[config.mk]
export PLATFORM = sky130hd
export DESIGN_NAME = mult_div_sequencer
export DESIGN_NICKNAME = d
export VERILOG_FILES = /design/src/rtl/mult_div_sequencer.sv
export SDC_FILE = /design/constraint.sdc
export NUM_CORES = 1
export LEC_CHECK = 0
export BUFFER_PORTS_ARGS = -buffer_cell sky130_fd_sc_hd__buf_4
export CAP_MARGIN = 20
export CORE_MARGIN = 3
export CORE_UTILIZATION = 35
export CTS_CLUSTER_DIAMETER = 40
export CTS_CLUSTER_SIZE = 12
export DETAILED_ROUTE_END_ITERATION = 12
export SLEW_MARGIN = 20
export SYNTH_ARGS = -nofsm -noshare
export SYNTH_HDL_FRONTEND = slang
export SYNTH_SLANG_ARGS = --single-unit
export TNS_END_PERCENT = 50
[constraint.sdc]
create_clock -name clock -period 2.69 [get_ports clock]
set_input_delay 0.1345 -clock clock [delete_from_list [all_inputs] [get_ports clock]]
set_output_delay 0.1345 -clock clock [all_outputs]
set_load 0.03 [all_outputs]
[src/rtl/mult_div_sequencer.sv]
// mult_div_sequencer: multi-cycle 16-bit multiply/divide unit for the mips16 core.
// Runs an iterative shift-add multiply or a restoring divide over WIDTH cycles,
// holds the core with instr_stall_sl while busy, pulses ready when HI/LO update.
// Optional feature: define SIGNED_MULDIV_EN to add the signed_op port and
// signed multiply/divide (magnitude iteration plus sign fix-up on completion).
module mult_div_sequencer #(
    parameter int WIDTH = 16,
    parameter int CNT_W = 5
) (
    input  logic             clock,
    input  logic             reset_n,
    input  logic             start,
    input  logic             op_div,
`ifdef SIGNED_MULDIV_EN
    input  logic             signed_op,
`endif
    input  logic [WIDTH-1:0] operand_a,
    input  logic [WIDTH-1:0] operand_b,
    input  logic             hi_lo_sl,
    output logic [WIDTH-1:0] result,
    output logic [WIDTH-1:0] hi,
    output logic [WIDTH-1:0] lo,
    output logic             instr_stall_sl,
    output logic             ready,
    output logic             div_by_zero
);

    typedef enum logic [1:0] {
        S_IDLE = 2'd0,
        S_MULT = 2'd1,
        S_DIV  = 2'd2,
        S_DONE = 2'd3
    } state_t;

    state_t r_state;
    state_t w_state_next;

    // r_acc: multiply accumulator upper half / divide partial remainder
    // r_low: multiplier being shifted out / quotient being shifted in
    // r_opb: multiplicand / divisor
    logic [CNT_W-1:0]   r_count;
    logic [WIDTH-1:0]   r_acc;
    logic [WIDTH-1:0]   r_low;
    logic [WIDTH-1:0]   r_opb;
    logic [WIDTH-1:0]   r_hi;
    logic [WIDTH-1:0]   r_lo;
    logic               r_dbz;
    logic               r_ready;
    logic               r_neg_res;
    logic               r_neg_rem;

    logic               w_sgn;
    logic               w_accept;
    logic               w_last;
    logic               w_div_zero;
    logic [WIDTH-1:0]   w_a_mag;
    logic [WIDTH-1:0]   w_b_mag;
    logic [WIDTH:0]     w_sum;
    logic [WIDTH-1:0]   w_mul_acc;
    logic [WIDTH-1:0]   w_mul_low;
    logic [2*WIDTH-1:0] w_prod;
    logic [2*WIDTH-1:0] w_prod_fix;
    logic [WIDTH:0]     w_shift;
    logic               w_ge;
    logic [WIDTH-1:0]   w_diff;
    logic [WIDTH-1:0]   w_div_rem;
    logic [WIDTH-1:0]   w_div_quo;
    logic [WIDTH-1:0]   w_rem_fix;
    logic [WIDTH-1:0]   w_quo_fix;

`ifdef SIGNED_MULDIV_EN
    assign w_sgn = signed_op;
`else
    assign w_sgn = 1'b0;
`endif

    assign w_accept   = ((r_state == S_IDLE) || (r_state == S_DONE)) && start;
    assign w_last     = (r_count == CNT_W'(WIDTH - 1));
    assign w_div_zero = (operand_b == '0);

    // Signed operands iterate as magnitudes; the most negative value still fits unsigned.
    assign w_a_mag = (w_sgn && operand_a[WIDTH-1]) ? -operand_a : operand_a;
    assign w_b_mag = (w_sgn && operand_b[WIDTH-1]) ? -operand_b : operand_b;

    // Multiply step: conditional add into the upper half with carry, then shift right.
    assign w_sum      = {1'b0, r_acc} + {1'b0, (r_low[0] ? r_opb : {WIDTH{1'b0}})};
    assign w_mul_acc  = w_sum[WIDTH:1];
    assign w_mul_low  = {w_sum[0], r_low[WIDTH-1:1]};
    assign w_prod     = {w_mul_acc, w_mul_low};
    assign w_prod_fix = r_neg_res ? -w_prod : w_prod;

    // Divide step: shift the next dividend bit into the remainder and trial-subtract.
    // The difference only matters when it is non-negative, where it fits WIDTH bits.
    assign w_shift   = {r_acc, r_low[WIDTH-1]};
    assign w_ge      = (w_shift >= {1'b0, r_opb});
    assign w_diff    = w_shift[WIDTH-1:0] - r_opb;
    assign w_div_rem = w_ge ? w_diff : w_shift[WIDTH-1:0];
    assign w_div_quo = {r_low[WIDTH-2:0], w_ge};
    assign w_quo_fix = r_neg_res ? -w_div_quo : w_div_quo;
    assign w_rem_fix = r_neg_rem ? -w_div_rem : w_div_rem;

    // State register.
    always_ff @(posedge clock) begin
        if (!reset_n) begin
            r_state <= S_IDLE;
        end else begin
            r_state <= w_state_next;
        end
    end

    // Next-state decode and stall request.
    always_comb begin
        w_state_next   = r_state;
        instr_stall_sl = 1'b0;
        case (r_state)
            S_IDLE, S_DONE: begin
                instr_stall_sl = start;
                if (start) begin
                    if (!op_div) begin
                        w_state_next = S_MULT;
                    end else if (w_div_zero) begin
                        w_state_next = S_DONE;
                    end else begin
                        w_state_next = S_DIV;
                    end
                end else begin
                    w_state_next = S_IDLE;
                end
            end
            S_MULT: begin
                instr_stall_sl = 1'b1;
                if (w_last) begin
                    w_state_next = S_DONE;
                end
            end
            S_DIV: begin
                instr_stall_sl = 1'b1;
                if (w_last) begin
                    w_state_next = S_DONE;
                end
            end
            default: begin
                w_state_next = S_IDLE;
            end
        endcase
    end

    // Datapath: operand capture on accept, one iteration per busy cycle, HI/LO write on completion.
    always_ff @(posedge clock) begin
        if (!reset_n) begin
            r_count   <= '0;
            r_acc     <= '0;
            r_low     <= '0;
            r_opb     <= '0;
            r_hi      <= '0;
            r_lo      <= '0;
            r_dbz     <= 1'b0;
            r_ready   <= 1'b0;
            r_neg_res <= 1'b0;
            r_neg_rem <= 1'b0;
        end else begin
            r_ready <= (w_state_next == S_DONE);
            if (w_accept) begin
                r_count   <= '0;
                r_dbz     <= 1'b0;
                r_acc     <= '0;
                r_neg_res <= w_sgn && (operand_a[WIDTH-1] ^ operand_b[WIDTH-1]);
                r_neg_rem <= w_sgn && operand_a[WIDTH-1];
                if (op_div && w_div_zero) begin
                    r_hi  <= operand_a;
                    r_lo  <= '1;
                    r_dbz <= 1'b1;
                end else if (op_div) begin
                    r_low <= w_a_mag;
                    r_opb <= w_b_mag;
                end else begin
                    r_low <= w_b_mag;
                    r_opb <= w_a_mag;
                end
            end else if (r_state == S_MULT) begin
                r_acc   <= w_mul_acc;
                r_low   <= w_mul_low;
                r_count <= r_count + CNT_W'(1);
                if (w_last) begin
                    r_hi <= w_prod_fix[2*WIDTH-1:WIDTH];
                    r_lo <= w_prod_fix[WIDTH-1:0];
                end
            end else if (r_state == S_DIV) begin
                r_acc   <= w_div_rem;
                r_low   <= w_div_quo;
                r_count <= r_count + CNT_W'(1);
                if (w_last) begin
                    r_hi <= w_rem_fix;
                    r_lo <= w_quo_fix;
                end
            end
        end
    end

    assign hi          = r_hi;
    assign lo          = r_lo;
    assign ready       = r_ready;
    assign div_by_zero = r_dbz;
    assign result      = hi_lo_sl ? r_hi : r_lo;

endmodule

# Word level (Yosys, flattened, before mapping)
# Index checks and enable logic that the tools add are counted.
# op_classes
n_mux,32
n_reduce_logical,13
bitwise_logic,2
n_addsub,3
order_cmp,1
eq_ne,9
# ops
op,n
16-bit 2-to-1 mux,23
16-bit by 16-bit adder with 17-bit output,1
17-bit by 16-bit greater-or-equal comparator with 1-bit output,1
16-bit logical NOT,1
16-bit subtractor,1
5-bit 2-to-1 mux,2
"2-bit == test, second input constant",3
2-bit 2-to-1 mux,3
"3-bit != test, second input constant",2
2-bit OR reduction,3
"5-bit by 1-bit adder with 5-bit output, second input constant",1
"5-bit by 4-bit == test with 1-bit output, second input constant",1
2-bit case mux with 2 select lines,1
2-bit AND reduction,2
4-bit AND reduction,1
3-bit nonzero test,1
"2-bit by 1-bit == test with 1-bit output, second input constant",1
1-bit logical AND,2
2-bit logical NOT,1
1-bit 2-to-1 mux,2
"2-bit by 1-bit != test with 1-bit output, second input constant",1
"2-bit != test, second input constant",1
1-bit inverter,2
1-bit case mux with 2 select lines,1
2 further kinds,2
# word_totals
output_inout_bits,51
word_cells,69
regBits,89
input_bits,37

# Logic depth before layout (Yosys ltp)
# logic_depth
ltp_word,6
ltp_mapped,12
depth_no_buf,11

# Least setup slack after synthesis
# No wires, ideal clock.
# synth_timing
kind,reg-to-reg
startpoint,register r_low[0]
endpoint,register r_hi[15] (netlist: hi[15])
arrival_time_ns,2.548
period_less_slack_ns,2.686
slack_ns,0.004
n_path_buf,0
path_stages_with_launch,12
required_ns,2.552
setup_ns,0.138
cell_sequence,dfxtp_1 > and2_1 > ha_1 > fa_1 > a211oi_1 > o211ai_1 > a21oi_1 > nor2_1 > a41oi_1 > o32ai_4 > a31oi_2 > o221ai_1
# synth_between
elab_chain_len,5
# synth_rtl
item,line_no,text
"start, declared",43,logic [WIDTH-1:0] r_low;
"start signal, assigned",174,r_low <= w_a_mag;
"start signal, assigned",177,r_low <= w_b_mag;
"start signal, assigned",182,r_low <= w_mul_low;
16-bit 2-to-1 mux,86,"assign w_sum = {1'b0, r_acc} + {1'b0, (r_low[0] ? r_opb : {WIDTH{1'b0}})};"
16-bit by 16-bit adder with 17-bit output,86,
16-bit 2-to-1 mux,184,if (w_last) begin
16-bit 2-to-1 mux,180,end else if (r_state == S_MULT) begin
16-bit 2-to-1 mux,163,if (w_accept) begin
"end signal, assigned",170,r_hi <= operand_a;
"end signal, assigned",185,r_hi <= w_prod_fix[2*WIDTH-1:WIDTH];
"end signal, assigned",193,r_hi <= w_rem_fix;
"end, declared",45,logic [WIDTH-1:0] r_hi;
# Every way passes these cells. The select of a mux whose other input is x is not followed.
# A chain may end at the register's enable or synchronous reset.

# Worst setup path after layout
# layout_timing
startpoint,register r_opb[2]
endpoint,register r_hi[8] (netlist: hi[8])
# layout_between
elab_chain_len,6
elab_cells_between_ends,10
classes_between,add/sub: 2; order compare: 1; mux: 7
# layout_rtl
item,line_no,text
"start, declared",44,logic [WIDTH-1:0] r_opb;
"start signal, assigned",175,r_opb <= w_b_mag;
"start signal, assigned",178,r_opb <= w_a_mag;
16-bit subtractor or 17-bit by 16-bit greater-or-equal comparator with 1-bit output (tied branches),"96, 95",
16-bit 2-to-1 mux,97,assign w_div_rem = w_ge ? w_diff : w_shift[WIDTH-1:0];
16-bit 2-to-1 mux,192,if (w_last) begin
16-bit 2-to-1 mux,188,end else if (r_state == S_DIV) begin
16-bit 2-to-1 mux *,180,
16-bit 2-to-1 mux *,163,
# Mark *: on every way between the ends. The rest lies on a longest branch, timed or not. The select of a mux whose other input is x is not followed.

==> reports/results.ini <==
[run_status]
status=finished, violations left
violations=setup timing

[yosys]
yosysUniqueCellTypes=66
yosysTopAreaCell=dfxtp_1
yosys.area_share.simple_pct=16.27
synth_edf_count=0
synth_async_sr_flop_share_pct=0
yosys-top-cells-area=dfxtp_1 28%, a211oi_1 8.0%, ha_1 7.2%
yosys-mux-area-fraction_pct=10.68
yosys.area.top_type_share_pct=28.37
synth_seq_cells=89
ys_warn_count=0
synth-compound-area-share_pct=27.57
yosysSeqAreaShare_pct=28.37
synth_cells=773
synth_top_family_by_area=compound AO/OA/AOI/OAI gates
synth_area_mm2=0.006281
synth_nets=848
ys.flop_type=dfxtp_1
synthXorXnorAreaFrac_pct=3.068
synth_fa_ha_area_share_pct=7.809
syn_avg_cell_area_um2=8.126

[route]
drc=0
ant_nets=0
wirelength_mm=20.96
vias_per_cell=5.491
vias=6353
firstDrtPassIters=4
drtIter0Drc=392
wl_per_cell_um=18.12

[sta]
setup_slack_ps=-13.49
fin_crit_ps=2703
relSlewSlack_pct=41.95
skew_ps=7.321
setup_violations=2
maxSlewViolCount=0
fmax_ghz=0.3699
fin_crit_sh_pct=100.5
worstMarginPinSlew_ps=869.7
rsz0062_at_grt=yes
hold_violations=0
fin_tns_setup_ps=-13.90

[clock_tree]
cts_buffer_depth=2
numClockSinks=89
clkLatencyLatePin_ps=360
ctsHtreeMaxLevel=3
path_clk_slew_ps=70
numCtsBuffers=9
cts_tree=yes
cts_root_buffer=clkbuf_16

[die]
die_area_mm2=0.01959
initial_core_util_pct=36.06
die_h_um=140.0
core_mm2=0.01742
die_w_um=140.0
ios=88
fp-row-count=48

[global_route]
first_global_vias=5943
globalRouteOverflowTotal=0
grt_max_degree=45
grt.total_usage_pct=20.28
antenna_found_initial=0
grt_pass1_wl_mm=32.27

[setup_path]
reg2reg_to=hi[8]$_SDFFE_PN0P_
ff2ff_path_depth=13
critPathArrivalTime_ps=2950
crit_required_ps=2930
path_class=reg2reg
r2r-start=r_opb[2]$_SDFFE_PN0P_
crit_chain=inv_2 -> ha_4 -> o211ai_1 -> a21oi_2 -> o211ai_2 -> a41oi_4 -> o31a_1 -> buf_6 -> clkbuf_16 -> buf_6 -> mux2_4 -> o21ai_4 -> a21oi_2
worstSetupStartpointType=flop
crit_start=r_opb[2]$_SDFFE_PN0P_
cp_max_fo=5
worstSetupEndpoint=hi[8]$_SDFFE_PN0P_
cpPeakStageDelay_ps=330
cp_slowest_cell=dfxtp_2
r2r_setup_slack_ps=-10
cp-end-kind=flop

[layout]
nets=1002
finalInstanceArea_mm2=0.008631
synthToLayoutAreaGrowth_pct=37.41
drive_gt1_share_pct=34.98
antenna_cells_inserted=0

[power_and_ir_drop]
finalPower_mw=4.347
powerDensity_mw_per_mm2=503.7
leakage_nw=3.568
ir_drop_mv=0.3274

[placed_design]
placed_cell_area_mm2=0.007765
portBuffers=87
hpwl_mm=15.52
gp_congestion=0.8903

[min_path]
hold_start=operand_a[5]
min_path_type=in2reg

[job]
maxCapViolations=0

## state kept, by name (all words and copies together), names as in the netlist
| register | cells |
|---|---|
| hi | 16 |
| lo | 16 |
| r_acc | 16 |
| r_low | 16 |
| r_opb | 16 |
| r_count | 5 |
| r_state | 2 |
| div_by_zero | 1 |
| ready | 1 |
## critical path, delay by kind of cell, from the launching register on
kind                       cells  cell delay [ps]
DFF                            1              330
adders and majority gates      1              260
AOI/OAI and AO/OA              7             1220
buffers and inverters          4              450
muxes                          1              320
## worst min path at each step
| stage | endpoint | cells past startpoint | slack, ps |
|---|---|---|---|
| floorplan | hi[14]$_SDFFE_PN0P_ | 2 | 310 |
| global placement | hi[5]$_SDFFE_PN0P_ | 3 | 440 |
| detailed placement | hi[5]$_SDFFE_PN0P_ | 3 | 440 |
| CTS | hi[5]$_SDFFE_PN0P_ | 3 | 70 |
| global route | hi[5]$_SDFFE_PN0P_ | 3 | 90 |
| finish | hi[5]$_SDFFE_PN0P_ | 3 | 70 |
## cells in the mapped netlist (all sizes together) (4+ instances only)
master	n
a211oi	69
a21o	6
a21oi	73
a31oi	4
and2	22
buf	13
clkbuf	38
dfxtp	89
ha	36
inv	36
mux2	26
mux2i	37
nand2	43
nand2b	5
nand3	15
nand4	8
nor2	80
nor2b	15
nor3	11
nor4	5
o211ai	17
o21a	4
o21ai	42
o22ai	8
o31ai	6
or3	4
xnor2	15
xor2	7
## final cells by class
cell class	count	area, um^2
Clock buffer	11	252.7
Clock inverter	5	85.08
Fill cell	1700	8786
Inverter	37	138.9
Multi-Input combinational cell	596	4536
Sequential cell	89	1799
Tap cell	225	281.5
Timing Repair Buffer	194	1538
## through the flow
stage               cells  setup WS [ps]  utilization [%]  hold WS, ps
floorplan             773          4.174                -        309.5
global placement     1133         -115.2            44.58        436.7
detailed placement   1133         -187.7            44.58        437.4
CTS                  1151         -13.34            47.33        71.74
global route         1157         -134.9            49.55        92.10
finish               1157         -13.49            49.55        72.11
## power by group
part	leakage [nW]	internal, mW	switching [mW]
combinational	2.68	0.689	0.753
sequential	0.728	1.38	0.0570
clock	0.163	0.873	0.590
total	3.57	2.95	1.40
## logic make-up after synthesis
kind of cell | count (synthesis)
simple gates | 217
mux | 63
buf+inv | 88
flops | 89
fa+ha+maj | 38
xor+xnor | 22
compound gates | 256
## placed cells by master (no fill, tap or decap), types with 16 or more instances in the layout
cell type | netlist | layout
inv_1 | 36 | 34
and2_1 | 22 | 16
mux2i_1 | 37 | 36
dfxtp_1 | 89 | 77
o21ai_0 | 36 | 31
a21oi_1 | 71 | 66
ha_1 | 36 | 17
buf_4 | 1 | 185
ha_4 | 0 | 16
nand2_1 | 43 | 42
a211oi_1 | 67 | 63
mux2_2 | 24 | 24
nor2_1 | 80 | 77
## layer usage
layer,GRT usage (%),share of wire [%],vias up
met5,0,0,-
met4,4.539,1.7,0
met3,3.926,4.9,23
met2,32.34,46,165
met1,28.56,47,3020
li1,-,-,3145
## timing repair
item | CTS | global route
resized for setup | 31 | 64
gates cloned | 0 | 1
pin swaps | 9 | 31
buffers inserted | 2 | 6
endpoints found under the setup margin | 22 | 34
hold buffers | 0 | 0
(Power assumes the default switching activity.)
